--- src/rtl/vm_credit_controller.sv ---
// rtl/vm_credit_controller.sv - vending-machine credit total, inactivity timer and greedy change return
// Optional user-triggered return is enabled with the VM_TRIGGER_RETURN_EN macro.
module vm_credit_controller #(
  parameter int NUM_ITEMS   = 4,
  parameter int NUM_COINS   = 3,
  parameter int TOTAL_BITS  = 16,
  parameter int WAIT_CYCLES = 100
) (
  input  logic                            clk,
  input  logic                            reset,
  input  logic [NUM_COINS-1:0]            i_input_coin,
  input  logic [NUM_ITEMS-1:0]            i_select_item,
  input  logic [NUM_ITEMS*TOTAL_BITS-1:0] i_item_price,
  input  logic [NUM_COINS*TOTAL_BITS-1:0] i_coin_value,
`ifdef VM_TRIGGER_RETURN_EN
  input  logic                            i_trigger_return,
`endif
  output logic [NUM_ITEMS-1:0]            o_available_item,
  output logic [NUM_ITEMS-1:0]            o_output_item,
  output logic [NUM_COINS-1:0]            o_return_coin,
  output logic [TOTAL_BITS-1:0]           o_current_total,
  output logic [1:0]                      o_state
);

  localparam int IW = (NUM_ITEMS > 1) ? $clog2(NUM_ITEMS) : 1;
  localparam int CW = (NUM_COINS > 1) ? $clog2(NUM_COINS) : 1;
  localparam int TW = $clog2(WAIT_CYCLES + 1) + 1;

  typedef enum logic [1:0] {
    ST_IDLE    = 2'd0,
    ST_COLLECT = 2'd1,
    ST_RETURN  = 2'd2,
    ST_UNUSED  = 2'd3
  } state_t;

  state_t                state, state_nxt;
  logic [TOTAL_BITS-1:0] total, total_nxt;
  logic [TW-1:0]         timer, timer_nxt;
  logic [NUM_ITEMS-1:0]  out_item, out_item_nxt;
  logic [NUM_COINS-1:0]  ret_coin, ret_coin_nxt;

  logic [TOTAL_BITS-1:0] price    [NUM_ITEMS];
  logic [TOTAL_BITS-1:0] coin_val [NUM_COINS];

  logic                  trig;
  logic                  coin_valid, sel_valid, sel_ok, coin_ok, ret_valid;
  logic [CW-1:0]         coin_idx, ret_idx;
  logic [IW-1:0]         sel_idx;
  logic [NUM_ITEMS-1:0]  avail;
  logic [TOTAL_BITS-1:0] base;
  logic [TOTAL_BITS:0]   sum;

`ifdef VM_TRIGGER_RETURN_EN
  assign trig = i_trigger_return;
`else
  assign trig = 1'b0;
`endif

  always_comb begin
    for (int k = 0; k < NUM_ITEMS; k++) begin
      price[k] = i_item_price[k*TOTAL_BITS +: TOTAL_BITS];
    end
    for (int c = 0; c < NUM_COINS; c++) begin
      coin_val[c] = i_coin_value[c*TOTAL_BITS +: TOTAL_BITS];
    end
  end

  // Descending scans leave the lowest set index; the return scan ascends to keep the largest coin.
  always_comb begin
    coin_valid = 1'b0;
    coin_idx   = '0;
    for (int c = NUM_COINS - 1; c >= 0; c--) begin
      if (i_input_coin[c]) begin
        coin_valid = 1'b1;
        coin_idx   = CW'(c);
      end
    end
    sel_valid = 1'b0;
    sel_idx   = '0;
    for (int k = NUM_ITEMS - 1; k >= 0; k--) begin
      if (i_select_item[k]) begin
        sel_valid = 1'b1;
        sel_idx   = IW'(k);
      end
    end
    ret_valid = 1'b0;
    ret_idx   = '0;
    for (int c = 0; c < NUM_COINS; c++) begin
      if (coin_val[c] <= total) begin
        ret_valid = 1'b1;
        ret_idx   = CW'(c);
      end
    end
    for (int k = 0; k < NUM_ITEMS; k++) begin
      avail[k] = (state == ST_COLLECT) && (total >= price[k]);
    end
  end

  // Selection is judged against the registered total; a same-cycle coin is added after the price.
  always_comb begin
    sel_ok  = sel_valid && avail[sel_idx];
    base    = sel_ok ? (total - price[sel_idx]) : total;
    sum     = {1'b0, base} + {1'b0, coin_val[coin_idx]};
    coin_ok = coin_valid && !sum[TOTAL_BITS];
  end

  always_comb begin
    state_nxt    = state;
    total_nxt    = total;
    timer_nxt    = timer;
    out_item_nxt = '0;
    ret_coin_nxt = '0;
    case (state)
      ST_IDLE: begin
        if (coin_valid) begin
          state_nxt = ST_COLLECT;
          total_nxt = coin_val[coin_idx];
          timer_nxt = TW'(WAIT_CYCLES);
        end
      end
      ST_COLLECT: begin
        if (trig) begin
          state_nxt = ST_RETURN;
          timer_nxt = '0;
        end else begin
          if (sel_ok) out_item_nxt = NUM_ITEMS'(1) << sel_idx;
          if (coin_valid && !coin_ok) ret_coin_nxt = NUM_COINS'(1) << coin_idx;
          total_nxt = coin_ok ? sum[TOTAL_BITS-1:0] : base;
          if (sel_ok || coin_ok) begin
            timer_nxt = TW'(WAIT_CYCLES);
          end else if (timer <= TW'(1)) begin
            state_nxt = ST_RETURN;
            timer_nxt = '0;
          end else begin
            timer_nxt = timer - TW'(1);
          end
        end
      end
      ST_RETURN: begin
        if (ret_valid) begin
          ret_coin_nxt = NUM_COINS'(1) << ret_idx;
          total_nxt    = total - coin_val[ret_idx];
          if (total == coin_val[ret_idx]) state_nxt = ST_IDLE;
        end else begin
          // Remainder smaller than the smallest coin cannot be paid out.
          total_nxt = '0;
          state_nxt = ST_IDLE;
        end
      end
      default: begin
        state_nxt = ST_IDLE;
        total_nxt = '0;
        timer_nxt = '0;
      end
    endcase
  end

  always_ff @(posedge clk or posedge reset) begin
    if (reset) begin
      state    <= ST_IDLE;
      total    <= '0;
      timer    <= '0;
      out_item <= '0;
      ret_coin <= '0;
    end else begin
      state    <= state_nxt;
      total    <= total_nxt;
      timer    <= timer_nxt;
      out_item <= out_item_nxt;
      ret_coin <= ret_coin_nxt;
    end
  end

  assign o_available_item = avail;
  assign o_output_item    = out_item;
  assign o_return_coin    = ret_coin;
  assign o_current_total  = total;
  assign o_state          = state;

endmodule

--- config.mk ---
export PLATFORM = sky130hd
export DESIGN_NAME = vm_credit_controller
export DESIGN_NICKNAME = d
export VERILOG_FILES = /design/src/rtl/vm_credit_controller.sv
export SDC_FILE = /design/constraint.sdc
export NUM_CORES = 1
export LEC_CHECK = 0
export CAP_MARGIN = 30
export CORE_UTILIZATION = 35
export DETAILED_ROUTE_END_ITERATION = 12
export PLACE_DENSITY = 0.7
export SLEW_MARGIN = 20
export SYNTH_ARGS = -nofsm -noshare
export SYNTH_HDL_FRONTEND = slang
export SYNTH_SLANG_ARGS = --single-unit
export TNS_END_PERCENT = 100
--- constraint.sdc ---
create_clock -name clk -period 4.8 [get_ports clk]
set_clock_uncertainty 0.2 [all_clocks]
set_input_delay 0.96 -clock clk [delete_from_list [all_inputs] [get_ports clk]]
set_output_delay 0.96 -clock clk [all_outputs]
set_load 0.01 [all_outputs]
# == After elaboration in Yosys (flattened, before gate mapping) ==
# Cells that the tools add are included.
# word_totals
input_bits,121
output_inout_bits,29
regBits,33
word_cells,98
# classes
n_lt_le_gt_ge,12
n_eq_ne,7
n_mux,50
bitwise,4
reduce_logical,13
n_addsub,4
n_shift,3
# op_table
cell,n
16-bit two-way mux,10
16-bit binary-select mux with 2-bit select,3
16-bit >= comparator,4
16-bit less-or-equal comparator,3
16-bit one-hot mux with 3 select lines,1
16-bit subtractor,2
2-bit two-way mux,13
8-bit two-way mux,3
8-bit one-hot mux with 3 select lines,1
16-bit by 16-bit adder with 17-bit output,1
16-bit == test,1
1-bit two-way mux,12
3-bit >= comparator (second input constant),3
2-bit NOT with 3-bit output,3
8-bit by 1-bit less-or-equal comparator with 1-bit output (second input constant),1
4-bit two-way mux,2
8-bit by 1-bit subtractor with 8-bit output (second input constant),1
1-bit logical AND,7
3-bit two-way mux,2
2-bit one-hot mux with 3 select lines,1
3-bit one-hot mux with 2 select lines,1
1-bit by 2-bit << shifter with 3-bit output (first input constant),2
2-bit != test (second input constant),2
4-bit AND reduction,1
12 further kinds,13

# == Logic depth before layout (Yosys ltp) ==
# logic_depth
word_depth,17
ltp_mapped,25
mapped_depth_nobuf,23

# == Worst setup path before layout ==
# No wires, ideal clock.
# synth_timing
path_type,input to register
start,input port i_select_item[0]
end,register total[3] (netlist: o_current_total[3])
arrival_ps,5920
slack_ps,-1443
cell_stages,23
setup_ps,123
path_buffers,2
t_required_ps,4477
path_cell_list,clkbuf_1 nor4b_1 a222oi_1 a21boi_0 fa_1 nor2b_1 o21ai_0 a21boi_0 o211ai_1 a21boi_0 o21a_1 nor3_1 or2_2 ha_1 and2_1 a31oi_1 a211oi_1 o21a_1 or3_1 clkbuf_1 o211ai_1 a21oi_1 o221a_2
# synth_between
elab_chain_cells,12
elab_cells_between_ends,16
cone_classes,add/sub: 2; mux: 10; bitwise: 1; reduce/logical: 3
# synth_lines
element,line_no,source
from (decl),12,"input logic [NUM_ITEMS-1:0] i_select_item,"
2-bit two-way mux,81,if (i_select_item[k]) begin
2-bit NOT with 3-bit output (not written as such),102,base = sel_ok ? (total - price[sel_idx]) : total;
16-bit binary-select mux with 2-bit select,102,
16-bit two-way mux (not written as such) (2 in series),102,
16-bit subtractor,102,
16-bit two-way mux *,102,
16-bit by 16-bit adder with 17-bit output,103,"sum = {1'b0, base} + {1'b0, coin_val[coin_idx]};"
1-bit logical NOT,104,coin_ok = coin_valid && !sum[TOTAL_BITS];
1-bit logical AND,104,
16-bit two-way mux *,128,total_nxt = coin_ok ? sum[TOTAL_BITS-1:0] : base;
16-bit one-hot mux with 3 select lines *,113,case (state)
to (signal assigned),167,total <= total_nxt;
to (decl),37,"logic [TOTAL_BITS-1:0] total, total_nxt;"
# Every way passes the cells marked *; elsewhere a longest branch is shown, timed or not. The select of a mux whose other input is x is not followed.
# A chain may end at the register's enable or synchronous reset.

# == Worst setup path after layout ==
# layout_timing
start,input port i_item_price[16]
end,register total[11] (netlist: o_current_total[11])
# layout_between
elab_chain_cells,11
elab_cells_between_ends,15
cone_classes,add/sub: 2; order compare: 1; mux: 8; reduce/logical: 4
# layout_lines
element,line_no,source
from (decl),13,"input logic [NUM_ITEMS*TOTAL_BITS-1:0] i_item_price,"
16-bit >= comparator,95,avail[k] = (state == ST_COLLECT) && (total >= price[k]);
1-bit logical AND,95,
1-bit binary-select mux with 2-bit select,101,sel_ok = sel_valid && avail[sel_idx];
1-bit two-way mux (not written as such),101,
1-bit logical AND,101,
16-bit two-way mux *,102,
16-bit by 16-bit adder with 17-bit output,103,
1-bit logical NOT,104,
1-bit logical AND,104,
16-bit two-way mux *,128,
16-bit one-hot mux with 3 select lines *,113,
# Marks and branches as above.

==> results.txt <==
- Result of the run: complete, but fails checks
- Violations in the final reports: setup timing
- Chip height: between 150 and 200 microns
- Total of fill cells in the finished design: about 1800
- Dpl ws: -1.77 ns
* Internal reg-to-reg setup slack: -0.67 ns
* Worst min-delay path class: reg2reg
- Aggregate global-route resource usage: between 20% and 30%
- Proportion of layout cells with a drive suffix above 1: around two fifths
- Count of TritonRoute iterations in the first routing pass: 7
- Total DRC errors in the routed layout: 0
- Setup violations remaining at the end of the flow were counted as 29.
- 0 antenna diodes ended up in the layout.
- Setup repair after global routing missed its margin: yes
- Sinks on the clock net: 33
- Cts bufs inserted: 5
- For this design the static power due to leakage is 6.65 nW.
- Max-cap check violation count: 0
- Reg2reg start: o_current_total[13]
* Synthesized flop and latch total: 33
- Critical Path Start Type: input port
- Most frequent cells in the layout: sky130_fd_sc_hd__buf_4, sky130_fd_sc_hd__ha_1, sky130_fd_sc_hd__clkdlybuf4s50_1
- Final critical path time including I/O delays and setup: approximately 5.7 ns
- Number of standard-cell rows in the floorplan: 54
- Remaining antenna violation count after routing: 0
- In the final routed layout, each cell accounts on average for roughly 19 microns.
* Pins over their slew limit: 0
* Share of synthesized registers carrying an async set or reset: between 90% and 100%
- Commonest non-fill, non-tap cell in the layout: sky130_fd_sc_hd__buf_4
* Maximum fanout encountered on the critical timing path: 3
- Drt total wl: 35200 microns
- The initial antenna violation count was 0.
- The floorplan step defined a die boundary enclosing 23400 sq um.
- Clock latency on the worst-skew pair, taken at its later pin, is about 0.29 ns.
- Remaining Overflow, GRT: 0
* Detailed Place HPWL: roughly 27000 microns
- Pin count of the biggest net entering global routing: 22
- Routability-driven placement finished with a final weighted congestion of 0.959.
- Post-layout nets: 1848
- For this run, the register share of the synthesized area comes to ~10%.
- Critical Path Source: i_item_price[16]
- Filler-free cell count of the finished design: 1841
- Achievable clock frequency: approximately 170 MHz
- Arrival time of the worst setup path: ~5.7 ns
- Width of the chip: around 150 microns
* Via count normalized by instance count: ~5.7
* Cell taking the most area after synthesis: sky130_fd_sc_hd__ha_1
- Of the available clock period, the critical path in the final layout requires 119%.
* Power per standard cell area: between 700 and 800 nW/um^2
- The critical path is of the in2reg type.
- Mapped Cells: 1067
- Starting Density: around 36%
- Syn nets: around 1400
- Worst-case headroom to the max-slew limit: a little over two fifths
* Area share of the largest cell type after synthesis: 25.7%
- Final Worst Setup Slack: -0.933 ns
* Most instantiated flip-flop cell in the synthesis netlist: sky130_fd_sc_hd__dfrtp_1
- The synthesized netlist contains between 70 and 80 unique library cells.
- Number of levels the H-tree was split into: 2
* Area growth from synthesis to layout: 74.5%
* Number of primary I/O pins: 150
- Required time of the critical path: 4.76 ns
- Longest Clk Path Bufs: 2
- The routed layout has 10500 vias.
- The root buffer cell chosen for the clock tree is sky130_fd_sc_hd__clkbuf_16.
- Post-synthesis average cell area: 7.49 sq um
* Mapped cell area: 7990 sq um
- Ranking of synthesized cells by area: sky130_fd_sc_hd__ha_1, sky130_fd_sc_hd__dfrtp_1, sky130_fd_sc_hd__o21ai_0
* Setup crit end kind: flip-flop
- Yosys printed 0 warnings.
- In this run the tool buffered the top-level ports with 149 buffer cells.
- Number of flops mapped to enable cells by yosys: 0
* Transition time at the pin with the least slew margin: ~0.87 ns
- CTS tree: done
- The worst-case IR drop observed on VDD is around 0.31 mV.
- For this block, the initial DRC count from the detailed router was around 620.
- After floorplanning, the core was sized to cover approximately 22000 sq um.
- Hold Fails Final Rpt: 0
* Vias in the first global route: 10600
- The number of placed instances, taps included, is 1782.
- Clock-pin transition on the worst setup and hold timing paths: roughly 0.05 ns
- Global-route wire length before repair: roughly 54000 microns
- The startpoint identified for the worst hold timing path is timer[7].
==> final cells by class <==
type | count | area [sq um] | area share (%)
Inverter | 108 | 413 | 2.96
Clock inverter | 1 | 30.0 | 0.215
Timing Repair Buffer | 517 | 4340 | 31.1
Sequential cell | 33 | 826 | 5.93
Multi-Input combinational cell | 895 | 7840 | 56.2
Tap cell | 280 | 350 | 2.51
Clock buffer | 7 | 143 | 1.02
==> synth_stat cells (11+ instances only) <==
master,count
sky130_fd_sc_hd__nand4_1,17
sky130_fd_sc_hd__a21boi_0,15
sky130_fd_sc_hd__nor2b_1,19
sky130_fd_sc_hd__a222oi_1,15
sky130_fd_sc_hd__nor3_1,24
sky130_fd_sc_hd__nand3_1,11
sky130_fd_sc_hd__a211oi_1,12
sky130_fd_sc_hd__clkbuf_1,27
sky130_fd_sc_hd__nand2_1,89
sky130_fd_sc_hd__o21ai_0,105
sky130_fd_sc_hd__a31oi_1,14
sky130_fd_sc_hd__inv_1,107
sky130_fd_sc_hd__o21a_1,16
sky130_fd_sc_hd__nor2_1,63
sky130_fd_sc_hd__a21o_1,27
sky130_fd_sc_hd__dfrtp_1,33
sky130_fd_sc_hd__ha_1,164
sky130_fd_sc_hd__mux2i_1,35
sky130_fd_sc_hd__or3_1,12
sky130_fd_sc_hd__nand2b_1,11
sky130_fd_sc_hd__xnor2_1,19
sky130_fd_sc_hd__o211ai_1,19
sky130_fd_sc_hd__a21oi_1,73
==> what timing repair did <==
item / 4_1_cts / 5_1_grt
setup buffers: 41 / 16
pin swaps: 117 / 34
hold buffers: 0 / 0
gates resized for setup: 322 / 65
cloned: 2 / 1
setup endpoints to repair: 29 / 29
==> power by group <==
part	internal [mW]	switching (mW)
combinational	4.50	4.27
sequential	0.390	0.217
clock	0.259	0.128
total	5.15	4.62
==> kinds of logic (layout without fill, tap and decap cells) <==
logic type	Yosys count	count (layout)	share of synthesized area, %
buf+inv	140	633	6.64
mux	39	39	4.95
compound gates	372	372	30.9
flops	33	33	10.3
fa+ha+maj	167	167	26.4
simple gates	287	288	17.5
xor+xnor	29	29	3.18
==> metal layers <==
metal  vias to the layer above  track usage, %  wire, microns
met5                         -               0              0
met4                         0            12.4           1310
met3                        97            3.15           2590
met2                       523            49.4          16200
met1                      4934            37.3          15100
li1                       4971               -              -
==> metrics by stage <==
| step | TNS [ns] | power [mW] | instance area, sq um | util, % | hold WS (ns) |
|---|---|---|---|---|---|
| after floorplan | -14.96 | 4.48 | 8160 | - | 0.257 |
| after global routing | -26.56 | 10.5 | 13900 | 63.1 | 0.318 |
| final | -21.57 | 9.77 | 13900 | 63.1 | 0.293 |
| after detailed placement | -47.45 | 7.62 | 12300 | 55.5 | 0.282 |
| after CTS | -18.10 | 9.03 | 13600 | 61.5 | 0.291 |
| after global placement | -47.99 | 7.45 | 12300 | 55.5 | 0.277 |
==> critical path, cell delays in order <==
cell and delay (ns):
sky130_fd_sc_hd__clkdlybuf4s50_1 0.46, sky130_fd_sc_hd__ha_1 0.32, sky130_fd_sc_hd__nor2b_1 0.14, sky130_fd_sc_hd__o21ai_1 0.14
sky130_fd_sc_hd__nand3_1 0.15, sky130_fd_sc_hd__a31o_4 0.22, sky130_fd_sc_hd__a21oi_4 0.09, sky130_fd_sc_hd__or4_4 0.47
sky130_fd_sc_hd__buf_6 0.14, sky130_fd_sc_hd__mux2_4 0.31, sky130_fd_sc_hd__buf_4 0.15, sky130_fd_sc_hd__inv_1 0.06
sky130_fd_sc_hd__ha_1 0.25, sky130_fd_sc_hd__a211oi_2 0.26, sky130_fd_sc_hd__o21bai_2 0.13, sky130_fd_sc_hd__o2111a_1 0.27
sky130_fd_sc_hd__or2_2 0.31, sky130_fd_sc_hd__and3_1 0.18, sky130_fd_sc_hd__nor4_1 0.33, sky130_fd_sc_hd__o21ai_2 0.11
sky130_fd_sc_hd__o211ai_1 0.13, sky130_fd_sc_hd__a21oi_1 0.10
==> final timing paths <==
path | endpoint | cells past startpoint
max | o_current_total[11] | 22
min | timer[7] | 1
max reg2reg | timer[7] | 22
min reg2reg | timer[7] | 1
max in group asynchronous | o_current_total[6] | 3
min in group asynchronous | o_output_item[0] | 2
==> state kept, by name (all words and copies together), names as in the netlist <==
signal and count:
o_current_total 16, timer 8, o_output_item 4, o_return_coin 3, o_state 2
No activity file was read; power rests on OpenSTA's default activity.
